==> src/rtl/chart_judge.sv <==
// One-lane rhythm judge: walks the chart ROM, counts song time in frame ticks and
// grades key presses against note times, accumulating score and combo.
module chart_judge #(
  parameter int ADDR_W      = 8,
  parameter int TIME_W      = 14,
  parameter int NOTE_COUNT  = 113,
  parameter int PERFECT_WIN = 3,
  parameter int GOOD_WIN    = 6
) (
  input  logic              Clk,
  input  logic              Reset_n,
  input  logic              start,
  input  logic              frame_tick,
  input  logic              key_press,
  input  logic [15:0]       note_entry,
  output logic [ADDR_W-1:0] addr,
  output logic [TIME_W-1:0] song_time,
  output logic              judge_valid,
  output logic [1:0]        judge_code,
  output logic [9:0]        combo,
  output logic [15:0]       score,
  output logic              done,
  output logic [1:0]        state
);

  // Encoding is visible on the state port: IDLE=0, PLAY=1, HOLD=2, DONE=3.
  typedef enum logic [1:0] {S_IDLE = 2'd0, S_PLAY = 2'd1, S_HOLD = 2'd2, S_DONE = 2'd3} state_t;

  localparam logic [1:0] T_HOLD_START = 2'b01;
  localparam logic [1:0] T_HOLD_END   = 2'b10;
  localparam logic [1:0] J_MISS       = 2'b00;
  localparam logic [1:0] J_GOOD       = 2'b01;
  localparam logic [1:0] J_PERFECT    = 2'b10;
  localparam logic signed [TIME_W:0] GOOD_S = (TIME_W+1)'(GOOD_WIN);
  localparam logic [TIME_W:0]        GOOD_U = (TIME_W+1)'(GOOD_WIN);
  localparam logic [TIME_W:0]        PERF_U = (TIME_W+1)'(PERFECT_WIN);
  localparam logic [TIME_W-1:0]      TIME_MAX = '1;

  state_t                   st;
  logic                     key_q;
  logic [1:0]               ntype;
  logic [TIME_W-1:0]        ntime;
  logic signed [TIME_W:0]   diff;
  logic signed [TIME_W:0]   hold_rem;
  logic [TIME_W:0]          abs_diff;
  logic                     press_edge;
  logic                     at_end;
  logic                     do_judge;
  logic [1:0]               jcode;
  logic                     adv;
  state_t                   nstate;
  logic [1:0]               points;
  logic [16:0]              score_sum;

  assign state      = st;
  assign ntype      = note_entry[15:14];
  assign ntime      = note_entry[TIME_W-1:0];
  assign press_edge = key_press & ~key_q;
  assign at_end     = (addr == ADDR_W'(NOTE_COUNT));
  // Positive diff means the note is already in the past; hold_rem is time left to the hold end.
  assign diff       = $signed({1'b0, song_time}) - $signed({1'b0, ntime});
  assign hold_rem   = $signed({1'b0, ntime}) - $signed({1'b0, song_time});
  assign abs_diff   = diff[TIME_W] ? $unsigned(-diff) : $unsigned(diff);

  always_comb begin
    do_judge = 1'b0;
    jcode    = J_MISS;
    adv      = 1'b0;
    nstate   = st;
    case (st)
      S_PLAY: begin
        if (at_end) begin
          nstate = S_DONE;
        end else if (ntype == T_HOLD_END) begin
          adv = 1'b1;
        end else if (diff > GOOD_S) begin
          do_judge = 1'b1;
          adv      = 1'b1;
        end else if (press_edge && abs_diff <= GOOD_U) begin
          do_judge = 1'b1;
          jcode    = (abs_diff <= PERF_U) ? J_PERFECT : J_GOOD;
          adv      = 1'b1;
          if (ntype == T_HOLD_START) nstate = S_HOLD;
        end
      end
      S_HOLD: begin
        if (ntype != T_HOLD_END) begin
          nstate = S_PLAY;
        end else if (key_press && hold_rem <= 0) begin
          do_judge = 1'b1;
          jcode    = J_PERFECT;
          adv      = 1'b1;
          nstate   = S_PLAY;
        end else if (!key_press) begin
          do_judge = 1'b1;
          jcode    = (hold_rem <= GOOD_S) ? J_GOOD : J_MISS;
          adv      = 1'b1;
          nstate   = S_PLAY;
        end
      end
      default: ;
    endcase
  end

  assign points    = (jcode == J_PERFECT) ? 2'd3 : (jcode == J_GOOD) ? 2'd1 : 2'd0;
  assign score_sum = {1'b0, score} + {15'd0, points};

  always_ff @(posedge Clk or negedge Reset_n) begin
    if (!Reset_n) begin
      st          <= S_IDLE;
      key_q       <= 1'b0;
      addr        <= '0;
      song_time   <= '0;
      judge_valid <= 1'b0;
      judge_code  <= J_MISS;
      combo       <= '0;
      score       <= '0;
      done        <= 1'b0;
    end else begin
      key_q       <= key_press;
      judge_valid <= do_judge;
      case (st)
        S_IDLE, S_DONE: begin
          if (start) begin
            st        <= S_PLAY;
            addr      <= '0;
            song_time <= '0;
            combo     <= '0;
            score     <= '0;
            done      <= 1'b0;
          end
        end
        default: begin
          st <= nstate;
          if (nstate == S_DONE) done <= 1'b1;
          if (adv) addr <= addr + 1'b1;
          if (frame_tick && song_time != TIME_MAX) song_time <= song_time + 1'b1;
          if (do_judge) begin
            judge_code <= jcode;
            score      <= score_sum[16] ? 16'hFFFF : score_sum[15:0];
            if (jcode == J_MISS) combo <= '0;
            else if (combo != 10'd1023) combo <= combo + 1'b1;
          end
        end
      endcase
    end
  end

endmodule

==> config.mk <==
export PLATFORM = sky130hd
export DESIGN_NAME = chart_judge
export DESIGN_NICKNAME = d
export VERILOG_FILES = /design/src/rtl/chart_judge.sv
export SDC_FILE = /design/constraint.sdc
export NUM_CORES = 1
export LEC_CHECK = 0
export ABC_AREA = 1
export CAP_MARGIN = 20
export CORE_MARGIN = 4
export CORE_UTILIZATION = 55
export CTS_CLUSTER_DIAMETER = 150
export DETAILED_ROUTE_END_ITERATION = 12
export PLACE_DENSITY = 0.87
export SLEW_MARGIN = 5
export SYNTH_ARGS = -nofsm -noshare
export SYNTH_HDL_FRONTEND = slang
export SYNTH_SLANG_ARGS = --single-unit
==> constraint.sdc <==
create_clock -name Clk -period 10.6 [get_ports Clk]
set_input_delay 1.06 -clock Clk [delete_from_list [all_inputs] [get_ports Clk]]
set_output_delay 1.06 -clock Clk [all_outputs]
set_load 0.01 [all_outputs]
==> impl_table.tex, run 1 <==
\begin{tabular}{lr}
\hline
Metric & Value \\
\hline
\multicolumn{2}{l}{\textbf{Cells and area}} \\
\quad Top library cells by usage in the layout, fill and taps aside & 251 x sky130\_fd\_sc\_hd\_\_nand2\_1, 139 x sky130\_fd\_sc\_hd\_\_inv\_1, 79 x sky130\_fd\_sc\_hd\_\_nand3\_1 \\
\quad Final Cell Area & 6570 um2 \\
\quad Filler Cell Count & 881 \\
\quad Most common cell after layout, fill and taps aside & sky130\_fd\_sc\_hd\_\_nand2\_1 \\
\quad Area overhead of the layout relative to synthesis & 15.6\% \\
\quad Layout Nets & 1010 \\
\quad Layout cells sized above 1 & 6.12\% \\
\quad Number of diodes & 0 \\
\quad Register area & 1380 um2 \\
\quad Area taken by multi-input logic gates & 3640 um2 \\
\quad Number of standard cells in the layout, taps in and fillers out & 1080 \\
\multicolumn{2}{l}{\textbf{Placement}} \\
\quad Final HPWL from detailed placement & 11600 um \\
\quad Setup WS pre-CTS & 3420 ps \\
\quad Routability congestion estimate from global placement & 0.944 \\
\quad Port buffer count & 74 \\
\quad Area of placed instances & 6480 um2 \\
\quad Placed Cells & 1072 \\
\multicolumn{2}{l}{\textbf{Worst setup path}} \\
\quad Crit. Startpoint & note\_entry[0] \\
\quad Signal arrival time at the worst endpoint & 7130 ps \\
\quad Critical Path RT & 10830 ps \\
\quad Cell seen most often among critical-path stages & sky130\_fd\_sc\_hd\_\_nand2\_1 \\
\quad Cell count along the critical path & 41 \\
\quad Crit path buffers/inverters & 10 \\
\quad Endpoint kind of the worst setup timing path & flop \\
\quad Kind of start point of the critical path & input pin \\
\quad Worst flop-to-flop path startpoint & song\_time[0] \\
\quad Capturing element of the worst setup path & score[14] \\
\quad R2R Path End & score[14] \\
\quad FF-to-FF setup slack & 4300 ps \\
\quad Cell with the largest stage delay on the worst path & sky130\_fd\_sc\_hd\_\_fa\_1 \\
\quad Worst Path Class, Setup & in2reg \\
\quad Delay contributed by the slowest stage of the critical path & 490 ps \\
\quad Kind of cell adding the most delay to the critical path & simple AND/OR/NAND/NOR gates \\
\quad Worst-path fanout max & 4 \\
\quad Worst-case reg-to-reg path depth & 41 \\
\multicolumn{2}{l}{\textbf{Routing}} \\
\quad Wirelength, routed & 14500 um \\
\quad Routed vias & 5799 \\
\quad Remaining routing DRC violations & 0 \\
\quad Initial drt markers & 329 \\
\quad Average routed wire per standard cell & 13.5 um \\
\quad Via-per-instance ratio & 5.37 \\
\quad Detailed-routing iteration count for the pre-antenna-repair pass & 5 \\
\quad Antenna violation net count after detailed routing & 0 \\
\multicolumn{2}{l}{\textbf{Pwr}} \\
\quad Design Power & 0.728 mW \\
\quad Total leakage power & 3.32 nW \\
\quad Fraction of power spent switching nets & 46.4\% \\
\quad Max rail drop VDD & 0.0000818 V \\
\quad Switching power of the nets & 0.338 mW \\
\quad Total internal power & 0.390 mW \\
\quad Combinational power share & 50.0\% \\
\quad Sequential Power Share & 32.6\% \\
\quad Total power per unit cell area & 111 nW/um2 \\
\quad Share of power burned in the clock network & 17.4\% \\
\multicolumn{2}{l}{\textbf{Floorplanning}} \\
\quad IO Pins & 75 \\
\quad Starting Density & 57.4\% \\
\quad Width of the die & 110 um \\
\quad Die footprint & 12000 um2 \\
\quad DIE HEIGHT & 110 um \\
\quad Number of placement rows & 36 \\
\quad Core Footprint & 9910 um2 \\
\multicolumn{2}{l}{\textbf{Timing}} \\
\quad Number of hold violations in the final report & 0 \\
\quad Crit path time final & 6900 ps \\
\quad Worst max-slew margin expressed relative to the limit & 52.0\% \\
\quad PnR worst setup slack & 3700 ps \\
\quad Number of max-slew violations in the final report & 0 \\
\quad Final setup fails & 0 \\
\quad Max Clock Freq & 145 MHz \\
\quad Final critical-path share of the clock period & 65.1\% \\
\quad RSZ-0062 raised after global routing & false \\
\quad Total negative setup slack & 0 ps \\
\quad Actual transition at the worst max-transition pin & 720 ps \\
\quad Clock Skew & 15.1 ps \\
\multicolumn{2}{l}{\textbf{Clock network}} \\
\quad Number of sinks handled by clock tree synthesis & 55 \\
\quad Skew-Pair Late Insertion Delay & 320 ps \\
\quad Post CTS Setup Buffer Count & 0 \\
\quad Total CTS buffers & 5 \\
\quad Clk root buf & sky130\_fd\_sc\_hd\_\_clkbuf\_8 \\
\quad Number of gates resized after CTS & 0 \\
\quad TritonCTS clock tree & done \\
\quad H-tree depth reported by CTS & 2 \\
\quad CTS max path bufs & 2 \\
\quad Clock slew at the register clock pins of the worst setup and hold paths & 100 ps \\
\quad Number of hold buffers added after CTS & 0 \\
\multicolumn{2}{l}{\textbf{Logic synthesis}} \\
\quad Synthesized Nets & 944 \\
\quad Syn\_area\_per\_cell & 6.46 um2 \\
\quad Top FF cell, synth & sky130\_fd\_sc\_hd\_\_dfrtp\_1 \\
\quad \#FFs+latches synth & 55 \\
\quad Number of flops mapped to enable cells by yosys & 0 \\
\quad Share of flip-flops with an asynchronous set or reset & 100\% \\
\quad Gate Count Post-Synth & 880 \\
\quad Warnings, synthesis & 0 \\
\quad Post-synthesis cell type count & 46 \\
\quad Sequential fraction of the synthesis area & 24.2\% \\
\quad Post-Synthesis Cell Area & 5680 um2 \\
\multicolumn{2}{l}{\textbf{Min path}} \\
\quad Min-delay worst type & reg2reg \\
\multicolumn{2}{l}{\textbf{Run status}} \\
\quad Status & finished, final reports clean \\
\multicolumn{2}{l}{\textbf{GRT}} \\
\quad Remaining global-route overflow & 0 \\
\quad First-pass GRT wire length & 24700 um \\
\quad Number of global-route vias before repair & 5521 \\
\quad Antenna violations before repair & 0 \\
\quad Maximum number of pins on one net before global-route repair & 56 \\
\quad Tot GR Track Use & 25.2\% \\
\multicolumn{2}{l}{\textbf{Flow run}} \\
\quad Reported max-cap violation count & 0 \\
\hline
\end{tabular}
final cells by class:
class / count / share of cell area [%]
clock buffer: 5 / 1.05
clock inverter: 3 / 0.419
inverter: 143 / 8.24
multi-input combinational: 665 / 55.4
sequential: 55 / 20.9
tap: 133 / 2.53
timing repair buffer: 76 / 11.4
cell usage after synthesis (2+ instances only):
cell / count / area [um2]
sky130_fd_sc_hd__ha_1: 40 / 500
sky130_fd_sc_hd__nand4_1: 31 / 194
sky130_fd_sc_hd__nor2_1: 73 / 274
sky130_fd_sc_hd__nand2_2: 16 / 100
sky130_fd_sc_hd__o21ai_0: 29 / 145
sky130_fd_sc_hd__a21oi_2: 2 / 17.5
sky130_fd_sc_hd__buf_2: 3 / 15.0
sky130_fd_sc_hd__xor2_1: 29 / 254
sky130_fd_sc_hd__dfrtp_1: 55 / 1380
sky130_fd_sc_hd__nand2_4: 2 / 22.5
sky130_fd_sc_hd__fa_1: 3 / 60.1
sky130_fd_sc_hd__nor4_1: 7 / 43.8
sky130_fd_sc_hd__o211ai_1: 2 / 15.0
sky130_fd_sc_hd__inv_2: 3 / 11.3
sky130_fd_sc_hd__nand2_1: 251 / 942
sky130_fd_sc_hd__nand3_1: 79 / 395
sky130_fd_sc_hd__nor2_4: 3 / 33.8
sky130_fd_sc_hd__nor3b_1: 3 / 22.5
sky130_fd_sc_hd__clkbuf_1: 5 / 18.8
sky130_fd_sc_hd__nor2_2: 3 / 18.8
sky130_fd_sc_hd__buf_4: 3 / 22.5
sky130_fd_sc_hd__nand3b_1: 5 / 37.5
sky130_fd_sc_hd__buf_6: 4 / 45.0
sky130_fd_sc_hd__o22ai_1: 5 / 31.3
sky130_fd_sc_hd__a21oi_1: 30 / 150
sky130_fd_sc_hd__o21ai_1: 2 / 10.0
sky130_fd_sc_hd__inv_1: 139 / 522
sky130_fd_sc_hd__nand3_2: 3 / 30.0
sky130_fd_sc_hd__a21o_1: 2 / 15.0
sky130_fd_sc_hd__o21ai_2: 10 / 87.6
sky130_fd_sc_hd__nor3_1: 19 / 95.1
sky130_fd_sc_hd__xnor2_1: 5 / 43.8
registers in the layout (all words and copies together) (netlist names):
signal	count
done	1
score	16
state	2
key_q	1
song_time	14
judge_valid	1
combo	10
addr	8
judge_code	2
how the worst min path moves through the flow:
stage / start / end / slack [ps] / depth (start not counted)
final: judge_code[0] / judge_code[0] / 490 / 2
after global routing: judge_code[0] / judge_code[0] / 540 / 2
after CTS: judge_code[0] / judge_code[0] / 500 / 2
after detailed placement: judge_code[0] / judge_code[0] / 470 / 2
after global placement: judge_code[0] / judge_code[0] / 460 / 2
after floorplan: judge_code[1] / judge_code[1] / 510 / 2
cells by family (layout without fill, tap and decap cells):
logic type / count (synthesis) / after routing / share of synthesized area, %
and+or+nand+nor: 497 / 497 / 39.2
buffers and inverters: 160 / 227 / 11.7
AOI/OAI and AO/OA: 90 / 90 / 9.51
DFF: 55 / 55 / 24.2
adders and majority gates: 43 / 43 / 9.86
xor gates and xnor gates: 35 / 35 / 5.52
metal layers:
| layer | share of wire [%] | vias to the layer above | wire length [um] | GRT usage (%) |
|---|---|---|---|---|
| li1 | - | 2948 | - | - |
| met1 | 46 | 2635 | 6700 | 35.2 |
| met2 | 47 | 196 | 6800 | 41.8 |
| met3 | 5.7 | 20 | 834 | 3.29 |
| met4 | 1.4 | 0 | 203 | 5.70 |
| met5 | 0 | - | 0 | 0 |
metrics by stage:
| stage | util, % | hold WS, ps |
|---|---|---|
| final | 66.3 | 491 |
| after global routing | 66.3 | 540 |
| after floorplan | - | 515 |
| after detailed placement | 65.4 | 472 |
| after CTS | 66.3 | 497 |
| after global placement | 65.4 | 463 |
power groups by stage:
stage | sequential, mW | clock [mW] | combinational (mW)
2_1_floorplan | 0.242 | 0 | 0.260
3_3_place_gp | 0.242 | 0 | 0.353
3_5_place_dp | 0.241 | 0 | 0.361
4_1_cts | 0.237 | 0.129 | 0.362
5_1_grt | 0.240 | 0.138 | 0.411
6_report | 0.237 | 0.127 | 0.364
worst min-delay path: stages, from the launching register on:
cell	delay [ps]
sky130_fd_sc_hd__dfrtp_1	350
sky130_fd_sc_hd__nand2_1	50
sky130_fd_sc_hd__nand2_1	60
No activity file was read; power rests on OpenSTA's default activity.
==> inputs of run 2 (changes only) <==
Settings changed: CORE_UTILIZATION 55 to 52, PLACE_DENSITY 0.87 to 0.86.
Clock period 10.6 ns to 6.2 ns, I/O delays scaled along.
==> run 2 against run 1 <==
First-iteration DRC count grew 22%; clock power grew 72%; critical path type unchanged; sequential power grew 73%; register-to-register slack lost 3800 ps; largest power group unchanged; critical path depth shrank 2; sequential share of layout area shrank 0.95 points; worst hold slack lost 71 ps; global-route usage shrank 1.5 points; highest routed layer unchanged; count of clock-buffer cells in the layout is the same; utilization shrank 0.53 points; setup slack lost 3400 ps.
==> impl_table.tex, run 2 (synthesized netlist as in run 1, its figures left out) <==
\begin{tabular}{lr}
\hline
Metric & Value \\
\hline
\multicolumn{2}{l}{\textbf{Run status}} \\
\quad Status & finished, final reports clean \\
\multicolumn{2}{l}{\textbf{Cells and area}} \\
\quad Area overhead of the layout relative to synthesis & 21.1\% \\
\quad Layout Nets & 1029 (+1.9\%) \\
\quad Largest register FFs & 16 (unchanged) \\
\quad Top flop regs & score: 16 flops, song\_time: 14 flops, combo: 10 flops \\
\quad Layout cells sized above 1 & 11.3\% (+5.2 points) \\
\quad Top library cells by usage in the layout, fill and taps aside & 246 x sky130\_fd\_sc\_hd\_\_nand2\_1, 137 x sky130\_fd\_sc\_hd\_\_inv\_1, 73 x sky130\_fd\_sc\_hd\_\_nand3\_1, 73 x sky130\_fd\_sc\_hd\_\_clkdlybuf4s50\_1, 64 x sky130\_fd\_sc\_hd\_\_nor2\_1 \\
\quad Number of diodes & 0 (unchanged) \\
\quad Most common cell after layout, fill and taps aside & sky130\_fd\_sc\_hd\_\_nand2\_1 \\
\quad Top register by number of flip-flops & score \\
\multicolumn{2}{l}{\textbf{Routing}} \\
\quad Antenna violation net count after detailed routing & 0 (unchanged) \\
\quad Detailed-routing iteration count for the pre-antenna-repair pass & 5 (unchanged) \\
\quad Via-per-instance ratio & 5.33 (-0.70\%) \\
\quad Routed vias & 5876 (+1.3\%) \\
\quad Initial drt markers & 402 (+22\%) \\
\quad Wirelength, routed & 15400 um (+6.0\%) \\
\quad Remaining routing DRC violations & 0 (unchanged) \\
\quad Average routed wire per standard cell & 14.0 um (+3.9\%) \\
\multicolumn{2}{l}{\textbf{Timing}} \\
\quad PnR worst setup slack & 293 ps (-3400 ps) \\
\quad Number of hold violations in the final report & 0 (unchanged) \\
\quad Max Clock Freq & 169 MHz \\
\quad Final critical-path share of the clock period & 95.3\% \\
\quad Crit path time final & 5910 ps \\
\quad Worst max-slew margin expressed relative to the limit & 52.5\% (+0.45 points) \\
\quad Actual transition at the worst max-transition pin & 713 ps (-6.74 ps) \\
\quad Total negative setup slack & 0 ps (unchanged) \\
\quad Final setup fails & 0 (unchanged) \\
\quad Number of max-slew violations in the final report & 0 (unchanged) \\
\quad Clock Skew & 17.3 ps (+2.20 ps) \\
\multicolumn{2}{l}{\textbf{Floorplanning}} \\
\quad Core Footprint & 10500 um2 (+5.6\%) \\
\quad IO Pins & 75 (unchanged) \\
\quad Starting Density & 54.3\% (-3.0 points) \\
\quad Number of placement rows & 37 (+2.8\%) \\
\quad Width of the die & 113 um (+2.6\%) \\
\quad Die footprint & 12700 um2 (+5.3\%) \\
\quad DIE HEIGHT & 113 um (+2.6\%) \\
\multicolumn{2}{l}{\textbf{Clock network}} \\
\quad CTS max path bufs & 2 (unchanged) \\
\quad Total CTS buffers & 5 (unchanged) \\
\quad H-tree depth reported by CTS & 2 (unchanged) \\
\quad Skew-Pair Late Insertion Delay & 320 ps (about the same) \\
\quad Clock slew at the register clock pins of the worst setup and hold paths & 110 ps (about the same) \\
\quad Clk root buf & sky130\_fd\_sc\_hd\_\_clkbuf\_8 \\
\quad TritonCTS clock tree & done \\
\quad Number of sinks handled by clock tree synthesis & 55 (unchanged) \\
\multicolumn{2}{l}{\textbf{GRT}} \\
\quad Number of global-route vias before repair & 5585 (+1.2\%) \\
\quad Tot GR Track Use & 23.8\% (-1.5 points) \\
\quad First-pass GRT wire length & 25800 um (+4.5\%) \\
\quad Remaining global-route overflow & 0 (unchanged) \\
\quad Antenna violations before repair & 0 (unchanged) \\
\quad Maximum number of pins on one net before global-route repair & 56 (unchanged) \\
\multicolumn{2}{l}{\textbf{Pwr}} \\
\quad Max rail drop VDD & 0.000143 V (+75\%) \\
\quad Total power per unit cell area & 191 nW/um2 (+73\%) \\
\quad Total leakage power & 3.44 nW (+3.4\%) \\
\multicolumn{2}{l}{\textbf{Flow run}} \\
\quad Reported max-cap violation count & 0 (unchanged) \\
\multicolumn{2}{l}{\textbf{Worst setup path}} \\
\quad Critical Path RT & 6430 ps (-4400 ps) \\
\quad Worst-path fanout max & 4 (unchanged) \\
\quad Endpoint kind of the worst setup timing path & flop \\
\quad Worst Path Class, Setup & in2reg \\
\quad Cell with the largest stage delay on the worst path & sky130\_fd\_sc\_hd\_\_clkdlybuf4s50\_1 \\
\quad Delay contributed by the slowest stage of the critical path & 480 ps (about the same) \\
\quad Signal arrival time at the worst endpoint & 6140 ps (-990 ps) \\
\quad Kind of start point of the critical path & input pin \\
\multicolumn{2}{l}{\textbf{Min path}} \\
\quad Min-delay worst type & in2async \\
\multicolumn{2}{l}{\textbf{Placement}} \\
\quad Setup WS pre-CTS & -177 ps (-3590 ps) \\
\quad Port buffer count & 74 (unchanged) \\
\quad Routability congestion estimate from global placement & 0.911 (-3.5\%) \\
\quad Final HPWL from detailed placement & 12000 um (+3.7\%) \\
\hline
\end{tabular}
## run 2: changes by cell type in the layout (fill, tap and decap cells not counted), moves of 2 or more
cell | before | now
sky130_fd_sc_hd__buf_4 | 2 | 21
sky130_fd_sc_hd__nor2_1 | 73 | 64
sky130_fd_sc_hd__nor2_2 | 3 | 11
sky130_fd_sc_hd__ha_1 | 40 | 33
sky130_fd_sc_hd__nand3_1 | 79 | 73
sky130_fd_sc_hd__nand3_2 | 3 | 9
sky130_fd_sc_hd__ha_2 | 0 | 5
sky130_fd_sc_hd__nand2_1 | 251 | 246
sky130_fd_sc_hd__nand2_2 | 16 | 20
sky130_fd_sc_hd__ha_4 | 0 | 2
sky130_fd_sc_hd__inv_1 | 139 | 137
sky130_fd_sc_hd__o21ai_0 | 29 | 27
sky130_fd_sc_hd__o21ai_1 | 2 | 4
## run 2: final timing paths
| kind | from | end | slack (ps) | cells past startpoint |
|---|---|---|---|---|
| setup / recovery | note_entry[0] | score[14] | 290 | 39 |
| hold / removal | Reset_n | song_time[4] | 420 | 2 |
| setup reg to reg | song_time[0] | score[14] | 450 | 39 |
| hold reg to reg | done | done | 530 | 2 |
| max in group asynchronous | Reset_n | score[0] | 5300 | 2 |
| min in group Clk | done | done | 530 | 2 |
## run 2: layout make-up
cell class                      instances  area, um2
Tap cell                              136        170
Clock buffer                            5       68.8
Multi-Input combinational cell        665       3800
Clock inverter                          3       27.5
Timing Repair Buffer                   95        893
Sequential cell                        55       1380
Inverter                              143        544
Fill cell                             937       3580
## run 2: where the power goes
part / switching (mW) / leakage, nW / total [mW] / internal, mW
registers: 0.0329 / 0.760 / 0.410 / 0.377
logic: 0.443 / 2.63 / 0.690 / 0.247
clock network: 0.135 / 0.0463 / 0.218 / 0.0835
total: 0.611 / 3.44 / 1.32 / 0.707
## run 2: critical path, delay by kind of cell
| kind | cells | cell delay (ps) |
|---|---|---|
| compound gates | 5 | 660 |
| fa+ha+maj | 5 | 1510 |
| buf+inv | 9 | 1060 |
| simple gates | 20 | 2290 |
## run 2: layer usage
metal	global-route usage [%]	part of all wire, %
met1	33.7	47
met5	0	0
met3	2.59	4.4
met2	39.1	47
met4	4.89	1.4
## run 2: through the flow
step	hold slack, ps	instances	power, mW	cell area (um2)	utilization [%]
4_1_cts	445	1100	1.28	6700	64.1
3_3_place_gp	490	1092	1.05	6610	63.2
3_5_place_dp	493	1092	1.06	6610	63.2
5_1_grt	475	1102	1.42	6880	65.8
2_1_floorplan	324	880	0.859	5680	-
6_report	420	1102	1.32	6880	65.8
## run 2: what timing repair did
| item | 4_1_cts | 5_1_grt |
|---|---|---|
| hold endpoints to repair | 0 | 0 |
| buffers inserted | 0 | 2 |
| resized for setup | 0 | 43 |
| endpoints found under the setup margin | 0 | 16 |
| hold buffers | 0 | 0 |
==> inputs of run 3 (changes only) <==
Settings changed: REMOVE_ABC_BUFFERS set to 1.
==> run 3 against run 2 <==
Worst hold slack got worse by 2.7 ps; via count rose by 1.3%; flip-flop and latch count unchanged; largest cell class unchanged; critical endpoint is now score[4]; non-clock buffer count down 4; utilization about the same; first-iteration DRC count is 22% higher; critical path depth down 1.
==> impl_table.tex, run 3 (synthesized netlist as in run 1, its figures left out) <==
\begin{tabular}{lr}
\hline
Metric & Value \\
\hline
\multicolumn{2}{l}{\textbf{Clock network}} \\
\quad Clk root buf & sky130\_fd\_sc\_hd\_\_clkbuf\_8 \\
\quad Total CTS buffers & 5 (unchanged) \\
\quad Number of sinks handled by clock tree synthesis & 55 (unchanged) \\
\quad CTS max path bufs & 2 (unchanged) \\
\quad Skew-Pair Late Insertion Delay & 330 ps (about the same) \\
\quad H-tree depth reported by CTS & 2 (unchanged) \\
\quad Clock slew at the register clock pins of the worst setup and hold paths & 120 ps (about the same) \\
\quad TritonCTS clock tree & done \\
\quad Number of hold buffers added after CTS & 0 (unchanged) \\
\multicolumn{2}{l}{\textbf{Timing}} \\
\quad Final setup fails & 0 (unchanged) \\
\quad Number of hold violations in the final report & 0 (unchanged) \\
\quad Worst max-slew margin expressed relative to the limit & 50.3\% (-2.2 points) \\
\quad Final critical-path share of the clock period & 93.6\% (-1.6 points) \\
\quad Max Clock Freq & 172 MHz (+1.8\%) \\
\quad Number of max-slew violations in the final report & 0 (unchanged) \\
\quad Worst hold-check slack & 417 ps (-2.74 ps) \\
\quad Crit path time final & 5800 ps (-102 ps) \\
\quad Clock Skew & 9.47 ps (-7.79 ps) \\
\quad Total negative setup slack & 0 ps (unchanged) \\
\quad Actual transition at the worst max-transition pin & 746 ps (+32.7 ps) \\
\multicolumn{2}{l}{\textbf{Worst setup path}} \\
\quad Worst-path fanout max & 8 (+4) \\
\quad Worst Path Class, Setup & in2reg \\
\quad Cell seen most often among critical-path stages & sky130\_fd\_sc\_hd\_\_nand2\_1 \\
\quad Delay contributed by the slowest stage of the critical path & 490 ps (about the same) \\
\quad Critical Path RT & 6450 ps (+20 ps) \\
\quad Kind of start point of the critical path & input pin \\
\quad Cell with the largest stage delay on the worst path & sky130\_fd\_sc\_hd\_\_clkdlybuf4s50\_1 \\
\quad Crit. Startpoint & note\_entry[2] \\
\quad Worst flop-to-flop path startpoint & song\_time[0] \\
\quad Signal arrival time at the worst endpoint & 6050 ps (-90 ps) \\
\quad Endpoint kind of the worst setup timing path & flop \\
\multicolumn{2}{l}{\textbf{GRT}} \\
\quad Tot GR Track Use & 24.4\% (+0.65 points) \\
\quad Number of global-route vias before repair & 5675 (+1.6\%) \\
\quad Antenna violations before repair & 0 (unchanged) \\
\quad Maximum number of pins on one net before global-route repair & 56 (unchanged) \\
\quad Remaining global-route overflow & 0 (unchanged) \\
\quad First-pass GRT wire length & 26200 um (+1.6\%) \\
\multicolumn{2}{l}{\textbf{Floorplanning}} \\
\quad Number of placement rows & 37 (unchanged) \\
\quad Die footprint & 12700 um2 (unchanged) \\
\quad IO Pins & 75 (unchanged) \\
\quad Core Footprint & 10500 um2 (unchanged) \\
\quad Width of the die & 113 um (unchanged) \\
\quad DIE HEIGHT & 113 um (unchanged) \\
\quad Starting Density & 54.3\% (unchanged) \\
\multicolumn{2}{l}{\textbf{Cells and area}} \\
\quad Top flop regs & score: 16 flops, song\_time: 14 flops, combo: 10 flops \\
\quad Number of diodes & 0 (unchanged) \\
\quad Layout Nets & 1025 (-0.39\%) \\
\quad Largest register FFs & 16 (unchanged) \\
\quad Top register by number of flip-flops & score \\
\quad Top library cells by usage in the layout, fill and taps aside & 244 x sky130\_fd\_sc\_hd\_\_nand2\_1, 139 x sky130\_fd\_sc\_hd\_\_inv\_1, 75 x sky130\_fd\_sc\_hd\_\_nand3\_1 \\
\quad Layout cells sized above 1 & 11.4\% (+0.15 points) \\
\quad Final Cell Area & 6880 um2 (about the same) \\
\quad Most common cell after layout, fill and taps aside & sky130\_fd\_sc\_hd\_\_nand2\_1 \\
\quad Area overhead of the layout relative to synthesis & 21.0\% (about the same) \\
\quad Number of standard cells in the layout, taps in and fillers out & 1098 (-0.36\%) \\
\multicolumn{2}{l}{\textbf{Routing}} \\
\quad Remaining routing DRC violations & 0 (unchanged) \\
\quad Routed vias & 5952 (+1.3\%) \\
\quad Antenna violation net count after detailed routing & 0 (unchanged) \\
\quad Wirelength, routed & 15600 um (+1.6\%) \\
\quad Detailed-routing iteration count for the pre-antenna-repair pass & 7 (+2) \\
\quad Average routed wire per standard cell & 14.3 um (+1.9\%) \\
\quad Initial drt markers & 490 (+22\%) \\
\quad Via-per-instance ratio & 5.42 (+1.7\%) \\
\multicolumn{2}{l}{\textbf{Flow run}} \\
\quad Reported max-cap violation count & 0 (unchanged) \\
\multicolumn{2}{l}{\textbf{Placement}} \\
\quad Port buffer count & 74 (unchanged) \\
\quad Placed Cells & 1088 (-0.37\%) \\
\quad Routability congestion estimate from global placement & 0.998 (+9.6\%) \\
\quad Final HPWL from detailed placement & 11900 um (-0.78\%) \\
\quad Area of placed instances & 6580 um2 (-0.45\%) \\
\multicolumn{2}{l}{\textbf{Run status}} \\
\quad Status & finished, final reports clean \\
\multicolumn{2}{l}{\textbf{Pwr}} \\
\quad Max rail drop VDD & 0.000119 V (-17\%) \\
\quad Design Power & 1.33 mW (+1.1\%) \\
\quad Total leakage power & 3.43 nW (-0.20\%) \\
\quad Total power per unit cell area & 194 nW/um2 (+1.2\%) \\
\multicolumn{2}{l}{\textbf{Min path}} \\
\quad Min-delay worst type & in2async \\
\hline
\end{tabular}
run 3: where the power goes:
group          switching, mW  internal (mW)
Combinational          0.458          0.241
Sequential            0.0324          0.377
Clock                  0.143         0.0823
run 3: layout make-up:
type,instances,area (um2)
fillers,959,3580
clock inverters,3,23.8
repair buffers,91,866
flip-flops and latches,55,1380
clock buffers,5,68.8
well taps,136,170
multi-input cells,665,3830
inverters,143,544
run 3: per-layer routing:
layer  up-vias  GRT usage, %  part of all wire (%)
met5         -             0                     0
met4         0          8.25                   2.7
met3        41          2.37                   5.8
met2       207          39.7                    46
met1      2714          34.0                    46
li1       2990             -                     -
run 3: what timing repair did:
item,in CTS,in global routing
buffers inserted,0,2
setup endpoints to repair,0,16
resized for setup,0,51
run 3: worst max-delay path, delay by kind of cell:
family | cells | cell delay (ps)
simple gates | 21 | 2530
fa+ha+maj | 4 | 1180
buf+inv | 9 | 1140
compound gates | 4 | 570
run 3: path summary, 6_finish.rpt:
check | slack (ps) | cells past startpoint | endpoint
max | 400 | 38 | score[4]
min | 420 | 2 | song_time[0]
max reg2reg | 610 | 38 | score[4]
min reg2reg | 530 | 2 | judge_code[0]
max in group asynchronous | 5270 | 2 | combo[5]
min in group Clk | 530 | 2 | judge_code[0]
run 3: per-stage QoR:
stage / utilization (%) / worst slack, ps
global route: 65.8 / -48.1
detailed placement: 62.9 / -212
finish: 65.8 / 395
CTS: 63.8 / 84.0
floorplan: - / 734
global placement: 62.9 / 20.7
